[src/rtl/player_status_pkg.sv]
// player_status_pkg: shared constants and round state encoding for the player status block
package player_status_pkg;
  localparam int ENEMY_NUM = 4;
  localparam int DELTA_W = 10;
  localparam int FULL_BLOOD = 100;
  localparam int FLASH_FRAMES = 8;
  localparam int SCORE_MAX = 9999;
  typedef enum logic [1:0] {
    READY = 2'd0,
    PLAY  = 2'd1,
    OVER  = 2'd2
  } game_state_t;
endpackage

[src/rtl/player_status_counter_delta.sv]
// counter_delta: per-cycle increment of a wrapping upstream counter, gated by en
module counter_delta
  import player_status_pkg::*;
(
  input  logic               Clk,
  input  logic               Reset,
  input  logic [DELTA_W-1:0] cur,
  input  logic               en,
  output logic [DELTA_W-1:0] delta
);
  logic [DELTA_W-1:0] prev_q, prev_d;
  // modular difference against last cycle's value; prev always tracks cur
  always_comb begin
    prev_d = cur;
    delta = en ? cur - prev_q : '0;
  end
  // previous-value register
  always_ff @(posedge Clk) prev_q <= Reset ? '0 : prev_d;
endmodule

[src/rtl/player_status.sv]
// player_status: aggregates enemy damage/score counters into blood, score, round FSM and hit flash
module player_status
  import player_status_pkg::*;
(
  input  logic                              Clk,
  input  logic                              Reset,
  input  logic                              game_frame_clk_rising_edge,
  input  logic                              Start,
  input  logic                              Godmode_On,
  input  logic [ENEMY_NUM-1:0][DELTA_W-1:0] Enemy_Total_Damage,
  input  logic [ENEMY_NUM-1:0][DELTA_W-1:0] Enemy_Score,
  output logic [6:0]                        Player_Blood,
  output logic [13:0]                       Total_Score,
  output logic [1:0]                        Game_State,
  output logic                              Round_Reset,
  output logic                              Hit_Flash
);
  game_state_t state_q, state_d;
  logic [6:0] blood_q, blood_d, blood_nx;
  logic [13:0] score_q, score_d;
  logic [14:0] score_sum;
  logic [3:0] flash_q, flash_d;
  logic [1:0] resync_q, resync_d;
  logic rr_q, rr_d;
  logic acc_en;
  logic [11:0] dsum, ssum;
  logic [ENEMY_NUM-1:0][DELTA_W-1:0] dmg_delta, scr_delta;

  assign acc_en = (state_q == PLAY) && (resync_q == 2'd0);

  for (genvar i = 0; i < ENEMY_NUM; i++) begin : g_delta
    counter_delta u_dmg (.Clk(Clk), .Reset(Reset), .cur(Enemy_Total_Damage[i]), .en(acc_en), .delta(dmg_delta[i]));
    counter_delta u_scr (.Clk(Clk), .Reset(Reset), .cur(Enemy_Score[i]), .en(acc_en), .delta(scr_delta[i]));
  end

  // adder trees; godmode suppresses damage only
  always_comb begin
    dsum = '0;
    ssum = '0;
    for (int k = 0; k < ENEMY_NUM; k++) begin
      dsum = dsum + 12'(dmg_delta[k]);
      ssum = ssum + 12'(scr_delta[k]);
    end
    if (Godmode_On) dsum = '0;
  end

  // round FSM, blood/score update, flash timer and resync countdown
  always_comb begin
    state_d = state_q;
    blood_d = blood_q;
    score_d = score_q;
    flash_d = '0;
    rr_d = 1'b0;
    resync_d = (resync_q != 2'd0) ? resync_q - 2'd1 : 2'd0;
    blood_nx = (dsum >= 12'(blood_q)) ? '0 : blood_q - dsum[6:0];
    score_sum = {1'b0, score_q} + 15'(ssum);
    case (state_q)
      READY: if (Start) begin
        state_d = PLAY;
        blood_d = 7'(FULL_BLOOD);
        score_d = '0;
        resync_d = 2'd2;
        rr_d = 1'b1;
      end
      PLAY: begin
        blood_d = blood_nx;
        score_d = (score_sum > 15'(SCORE_MAX)) ? 14'(SCORE_MAX) : score_sum[13:0];
        flash_d = (dsum != '0) ? 4'(FLASH_FRAMES) :
                  (game_frame_clk_rising_edge && flash_q != '0) ? flash_q - 4'd1 : flash_q;
        if (blood_nx == '0) state_d = OVER;
      end
      OVER: if (Start) state_d = READY;
      default: state_d = READY;
    endcase
  end

  // state registers
  always_ff @(posedge Clk) begin
    if (Reset) begin
      state_q <= READY;
      blood_q <= 7'(FULL_BLOOD);
      score_q <= '0;
      flash_q <= '0;
      resync_q <= 2'd2;
      rr_q <= 1'b0;
    end else begin
      state_q <= state_d;
      blood_q <= blood_d;
      score_q <= score_d;
      flash_q <= flash_d;
      resync_q <= resync_d;
      rr_q <= rr_d;
    end
  end

  assign Player_Blood = blood_q;
  assign Total_Score = score_q;
  assign Game_State = state_q;
  assign Round_Reset = rr_q;
  assign Hit_Flash = (state_q == PLAY) && (flash_q != '0);
endmodule

[config.mk]
export PLATFORM = sky130hd
export DESIGN_NAME = player_status
export DESIGN_NICKNAME = d
export VERILOG_FILES = /design/src/rtl/player_status_pkg.sv /design/src/rtl/player_status_counter_delta.sv /design/src/rtl/player_status.sv
export SDC_FILE = /design/constraint.sdc
export NUM_CORES = 1
export LEC_CHECK = 0
export BUFFER_PORTS_ARGS = -buffer_cell sky130_fd_sc_hd__buf_2
export CAP_MARGIN = 20
export CORE_MARGIN = 2
export CORE_UTILIZATION = 50
export DETAILED_ROUTE_END_ITERATION = 10
export GPL_TIMING_DRIVEN = 0
export PLACE_DENSITY = 0.68
export SYNTH_ARGS = -nofsm -noshare
export SYNTH_HDL_FRONTEND = slang
export SYNTH_SLANG_ARGS = --single-unit
[constraint.sdc]
create_clock -name Clk -period 9.8 [get_ports Clk]
set_input_delay 1.47 -clock Clk [delete_from_list [all_inputs] [get_ports Clk]]
set_output_delay 1.47 -clock Clk [all_outputs]
set_load 0.02 [all_outputs]
After elaboration in Yosys (flattened, before gate mapping)

Cells that the tools add are included.

Register bits: 110
Input port bits: 85
Word-level logic and storage cells: 83
Output and inout port bits: 25

Multiplexer cells: 25
$lt $le $gt $ge: 2
Reductions and logical operators: 16
Bitwise gates (word level): 2
Add/subtract/negate cells: 18
Equality and inequality tests: 5

Operators with widths:

| cell                                                  | count |
|---|---|
| 2-to-1 mux 10 bit                                     | 8 |
| subtractor 10 bit                                     | 8 |
| 2-to-1 mux 14 bit                                     | 2 |
| case mux 14 bit (2 select lines)                      | 1 |
| adder 11 x 10 -> 12 bit                               | 2 |
| adder 12 x 10 -> 12 bit                               | 2 |
| adder 10 x 10 -> 11 bit                               | 2 |
| adder 14 x 12 -> 15 bit                               | 1 |
| > comparator 15 x 14 -> 1 bit (second input constant) | 1 |
| 2-to-1 mux 7 bit                                      | 2 |
| case mux 7 bit (2 select lines)                       | 1 |
| greater-or-equal comparator 12 x 7 -> 1 bit           | 1 |
| 2-to-1 mux 12 bit                                     | 1 |
| 2-to-1 mux 2 bit                                      | 6 |
| nonzero test 12 bit                                   | 1 |
| 2-to-1 mux 4 bit                                      | 2 |
| logical NOT 7 bit                                     | 1 |
| subtractor 7 bit                                      | 1 |
| case mux 2 bit (3 select lines)                       | 1 |
| nonzero test 2 bit                                    | 3 |
| logical NOT 2 bit                                     | 2 |
| != test 2 bit (second input constant)                 | 2 |
| nonzero test 4 bit                                    | 1 |
| OR reduction 2 bit                                    | 2 |
| 11 further kinds                                      | 14 |

Depth between registers and ports, before layout

Word-level depth: 12
Depth in mapped cells: 27
Depth with buffers taken out: 27

Hierarchy

Synthesis repeated with hierarchy kept, for this count alone.

Cells, all modules: 1,172
Area total of the unflattened synthesis: 9,848.2 um^2

Modules (own cells, without submodules):

| module        | area each (um^2) | times used | cells each | seq. area each (um^2) |
|---|---|---|---|---|
| counter_delta | 719.4            | 8          | 88         | 200.2 |
| player_status | 4,092.7          | 1          | 468        | 600.6 |

Least setup slack after synthesis

Ideal clock, no wire load.

Path kind: input -> register
Start: input port Enemy_Score[10] (netlist name)
End: register score_q[10] (netlist: Total_Score[10])
Stages on the path: 25
Setup time: 122 ps
Arrival: 6,468 ps
Data required time: 9,678 ps
Setup slack: 3,210 ps
Path through: inv_1 > ha_1 > inv_1 > fa_1 > nand2_1 > nand2_1 > a21o_1 > a21o_1 > a21oi_1 > xnor2_1 > nand2_1 > fa_1 > inv_1 > fa_1 > inv_1 > fa_1 > inv_1 > ha_1 > a2111oi_0 > a21boi_1 > a21bo_2 > nor2_1 > a31oi_4 > and3_1 > a221o_1

Longest elaborated chain between the ends: 9

RTL lines:

| what                                 | RTL line                          | text |
|---|---|---|
| from (decl)                          | player_status.sv:11               | `input logic [ENEMY_NUM-1:0][DELTA_W-1:0] Enemy_Score,` |
| subtractor 10 bit (*)                | player_status_counter_delta.sv:15 | `delta = en ? cur - prev_q : '0;` |
| 2-to-1 mux 10 bit (*)                | player_status_counter_delta.sv:15 |  |
| adder 10 x 10 -> 11 bit (*)          | player_status.sv:42               | `ssum = ssum + 12'(scr_delta[k]);` |
| adder 11 x 10 -> 12 bit (*)          | player_status.sv:42               |  |
| adder 12 x 10 -> 12 bit (*)          | player_status.sv:42               |  |
| adder 14 x 12 -> 15 bit (*)          | player_status.sv:56               | `score_sum = {1'b0, score_q} + 15'(ssum);` |
| > comparator 15 x 14 -> 1 bit        | player_status.sv:67               | `score_d = (score_sum > 15'(SCORE_MAX)) ? 14'(SCORE_MAX) : score_sum[13:0];` |
| 2-to-1 mux 14 bit (*)                | player_status.sv:67               |  |
| case mux 14 bit (2 select lines) (*) | player_status.sv:57               | `case (state_q)` |
| to (signal assigned)                 | player_status.sv:89               | `score_q <= score_d;` |
| to (decl)                            | player_status.sv:20               | `logic [13:0] score_q, score_d;` |

Every way passes the cells marked *; elsewhere a longest branch is shown, timed or not.
A chain may end at the register's enable or synchronous reset.

Worst setup path in the final report

Start: input port Enemy_Score[11] (netlist name)
End: register score_q[8] (netlist: Total_Score[8])

The elaborated chain is that of the path after synthesis.

==> flow_summary_export.csv <==
group,metric,value,unit
status,outcome,"finished, violations left",
status,violations,"DRC",
logic_synthesis,synthesis.area,0.00927,mm2
floorplanning,io_pins,110,
clock_network,cts_inserted_buffers,9,
clock_network,cts_htree_levels,3,
route,dr.pass1.iters,8,
timing,clock_skew,0.00932,ns
clock_network,clkTransAtPathRegs,0.08,ns
logic_synthesis,post_synth_num_cell_types,65,
placed_design,place.gp.congestion,0.895,
timing,worst_pin_slew,0.791,ns
route,viasPerCell,4.97,
placed_design,hpwlAfterDp,17100,um
critical_path,critPathCaptureType,"flop",
logic_synthesis,syn_avg_cell_area,8.58,um2
power,ir_drop,86.9,uV
cells_and_area,syn2layout_area_growth,11.9,%
floorplanning,die_h,140,um
power,clkPwrFrac,0.234,
cells_and_area,num_antenna_cells,0,
timing,clock.fmax,144,MHz
grt,grt.overflow.total,0,
timing,tns,0,ns
hold_path,min_path_type,"reg2reg",
floorplanning,dieWidth,140,um
route,detail-route-antenna-nets,0,
grt,antenna_found_initial,0,
clock_network,cts_hold_repair.buffers,0,
floorplanning,design.core.area,0.0181,mm2
critical_path,critPathArrivalTime,7.19,ns
logic_synthesis,ys_seq_elements,110,
timing,finalHoldViolCount,0,
route,vias,7117,
cells_and_area,fillCellCount,1677,
floorplanning,rows,49,
timing,period_share,0.709,
timing,relSlewSlack,0.469,
grt,grt_pass1_vias,6967,
placed_design,numPortBuffers,108,
logic_synthesis,syn_inst,1080,
clock_network,ctsLongestPathBuffers,2,
clock_network,post_cts_buffers,0,
power,p_switching,0.594,mW
logic_synthesis,synth_flop_cell,"dfxtp_1",
power,p_sw_frac,0.384,
clock_network,ctsResizeCount,0,
logic_synthesis,yosysWarnings,0,
power,p_leak,5.11,nW
critical_path,worstSetupPathType,"in2reg",
floorplanning,die-area,0.0196,mm2
grt,grt_usage,0.214,
route,drtIter0Drc,323,
critical_path,worstSetupStartpointType,"input port",
timing,setup_violations,0,
timing,rsz0062_at_grt,"false",
logic_synthesis,async_flop_share,0,
power,intPower,0.953,mW
route,drc,6,
timing,layout_min_cycle_time,6.95,ns
logic_synthesis,synth_nets,1337,
clock_network,cts.sinks,110,
logic_synthesis,synth-edff-count,0,
timing,drv_slew,0,
clock_network,root_buffer,"clkbuf_16",
power,p_comb_frac,0.439,
power,power.total,1.55,mW
grt,grt_max_degree,17,
critical_path,critPathMaxFanout,5,
grt,grt_first_pass_wirelength,33500,um
clock_network,worst_skew_pair.late_latency,0.36,ns
floorplanning,start_util,0.512,
critical_path,required,10.04,ns
cells_and_area,drive_gt1_frac,0.127,
route,avgRoutedWirePerCell,14.3,um
cells_and_area,fin_nets,1456,
power,seqPwrFrac,0.327,
flow_run,cap_violations,0,
clock_network,cts_tree,"done",
power,power_density,149,mW/mm2
logic_synthesis,seq_area_frac_synth,0.238,
route,routed_wl,20500,um
-- cell usage after synthesis (19+ instances only) --
master	n	area, um2
inv_1	187	702
ha_1	114	1430
dfxtp_1	110	2200
nor2b_1	95	594
nor2_1	70	263
nand2_1	69	259
fa_1	58	1160
xnor2_1	55	482
a21oi_1	47	235
o21ai_0	37	185
a21o_1	29	218
xor2_1	26	228
nor3_1	23	115
clkbuf_1	19	71.3
-- worst max-delay path: stages --
cell      delay (ns)
buf_2           0.14
ha_1            0.28
nor2b_1         0.12
o21ai_0         0.23
a21boi_0        0.19
o21ai_0         0.26
a21oi_1         0.15
a31oi_1         0.22
xnor2_1         0.14
nand2_1         0.10
fa_1            0.52
inv_1           0.06
fa_1            0.55
inv_1           0.06
fa_1            0.53
inv_1           0.05
ha_1            0.36
a21o_1          0.22
a21o_1          0.23
nor3_1          0.20
a21bo_2         0.26
a32oi_1         0.20
nand2_1         0.14
and3_1          0.23
a221o_1         0.27
-- power groups by stage --
stage               Combinational [mW]  Clock (mW)  Sequential [mW]
finish                           0.679       0.362            0.506
global placement                 0.666           0            0.515
global route                     0.769       0.386            0.510
detailed placement               0.675           0            0.516
floorplan                        0.496           0            0.528
CTS                              0.680       0.371            0.506
-- cells by family after synthesis --
group | Yosys count | share of synthesized area
AO/OA/AOI/OAI | 186 | 0.139
XOR/XNOR | 81 | 0.0766
adder cells (fa/ha/maj) | 172 | 0.279
buffers and inverters | 210 | 0.0878
flip-flops | 110 | 0.238
multiplexers | 1 | 0.00122
AND/OR/NAND/NOR | 320 | 0.179
-- sequential cells by signal, summed over array words and instances, names as in the netlist --
name                  cells
g_delta.u_dmg.prev_q     40
g_delta.u_scr.prev_q     40
Total_Score              14
Player_Blood              7
flash_q                   4
Game_State                2
resync_q                  2
Round_Reset               1
-- layer usage --
metal	global-route usage	share of wire	routed length, um
met1	0.306	0.51	10500
met5	0	0	0
met2	0.339	0.43	8760
met4	0.0585	0.016	320
met3	0.0321	0.042	858
-- layout make-up --
| cell class | count | area, um2 | area share |
|---|---|---|---|
| repair buffers | 108 | 541 | 0.0521 |
| multi-input cells | 760 | 6250 | 0.603 |
| clock buffers | 13 | 260 | 0.0251 |
| flip-flops and latches | 110 | 2200 | 0.212 |
| clock inverters | 2 | 17.5 | 0.00169 |
| inverters | 187 | 702 | 0.0677 |
| well taps | 229 | 287 | 0.0276 |
| plain buffers | 23 | 111 | 0.0107 |
-- final timing paths --
kind,start,to,slack [ns],depth (start not counted)
max,Enemy_Score[11],Total_Score[8],2.85,25
min,resync_q[1],resync_q[1],0.48,2
max reg2reg,Game_State[1],Total_Score[8],3.23,20
min reg2reg,resync_q[1],resync_q[1],0.48,2
-- stage by stage --
step | cells | hold slack [ns] | area [um2] | setup WS (ns) | utilization
CTS | 1432 | 0.473 | 10400 | 2.90 | 0.573
finish | 1432 | 0.481 | 10400 | 2.85 | 0.573
global placement | 1417 | 0.452 | 10100 | 2.56 | 0.558
detailed placement | 1417 | 0.463 | 10100 | 2.56 | 0.558
global route | 1432 | 0.484 | 10400 | 2.55 | 0.573
floorplan | 1080 | 0.435 | 9270 | 3.21 | -
-- placed cells by master, fill, tap and decap left out, types with 6 or more instances in the layout --
cell,synthesis,final
inv_1,187,187
ha_1,114,114
dfxtp_1,110,110
buf_2,0,108
nor2b_1,95,95
nor2_1,70,70
nand2_1,69,69
fa_1,58,58
xnor2_1,55,55
a21oi_1,47,47
o21ai_0,37,37
a21o_1,29,29
xor2_1,26,26
nor3_1,23,23
clkbuf_1,19,21
nand2b_1,17,17
a31oi_1,11,11
or2_2,10,10
clkbuf_16,0,9
a21boi_0,6,6
o21bai_1,6,6
and3_1,6,6
No activity file was read; power rests on OpenSTA's default activity.
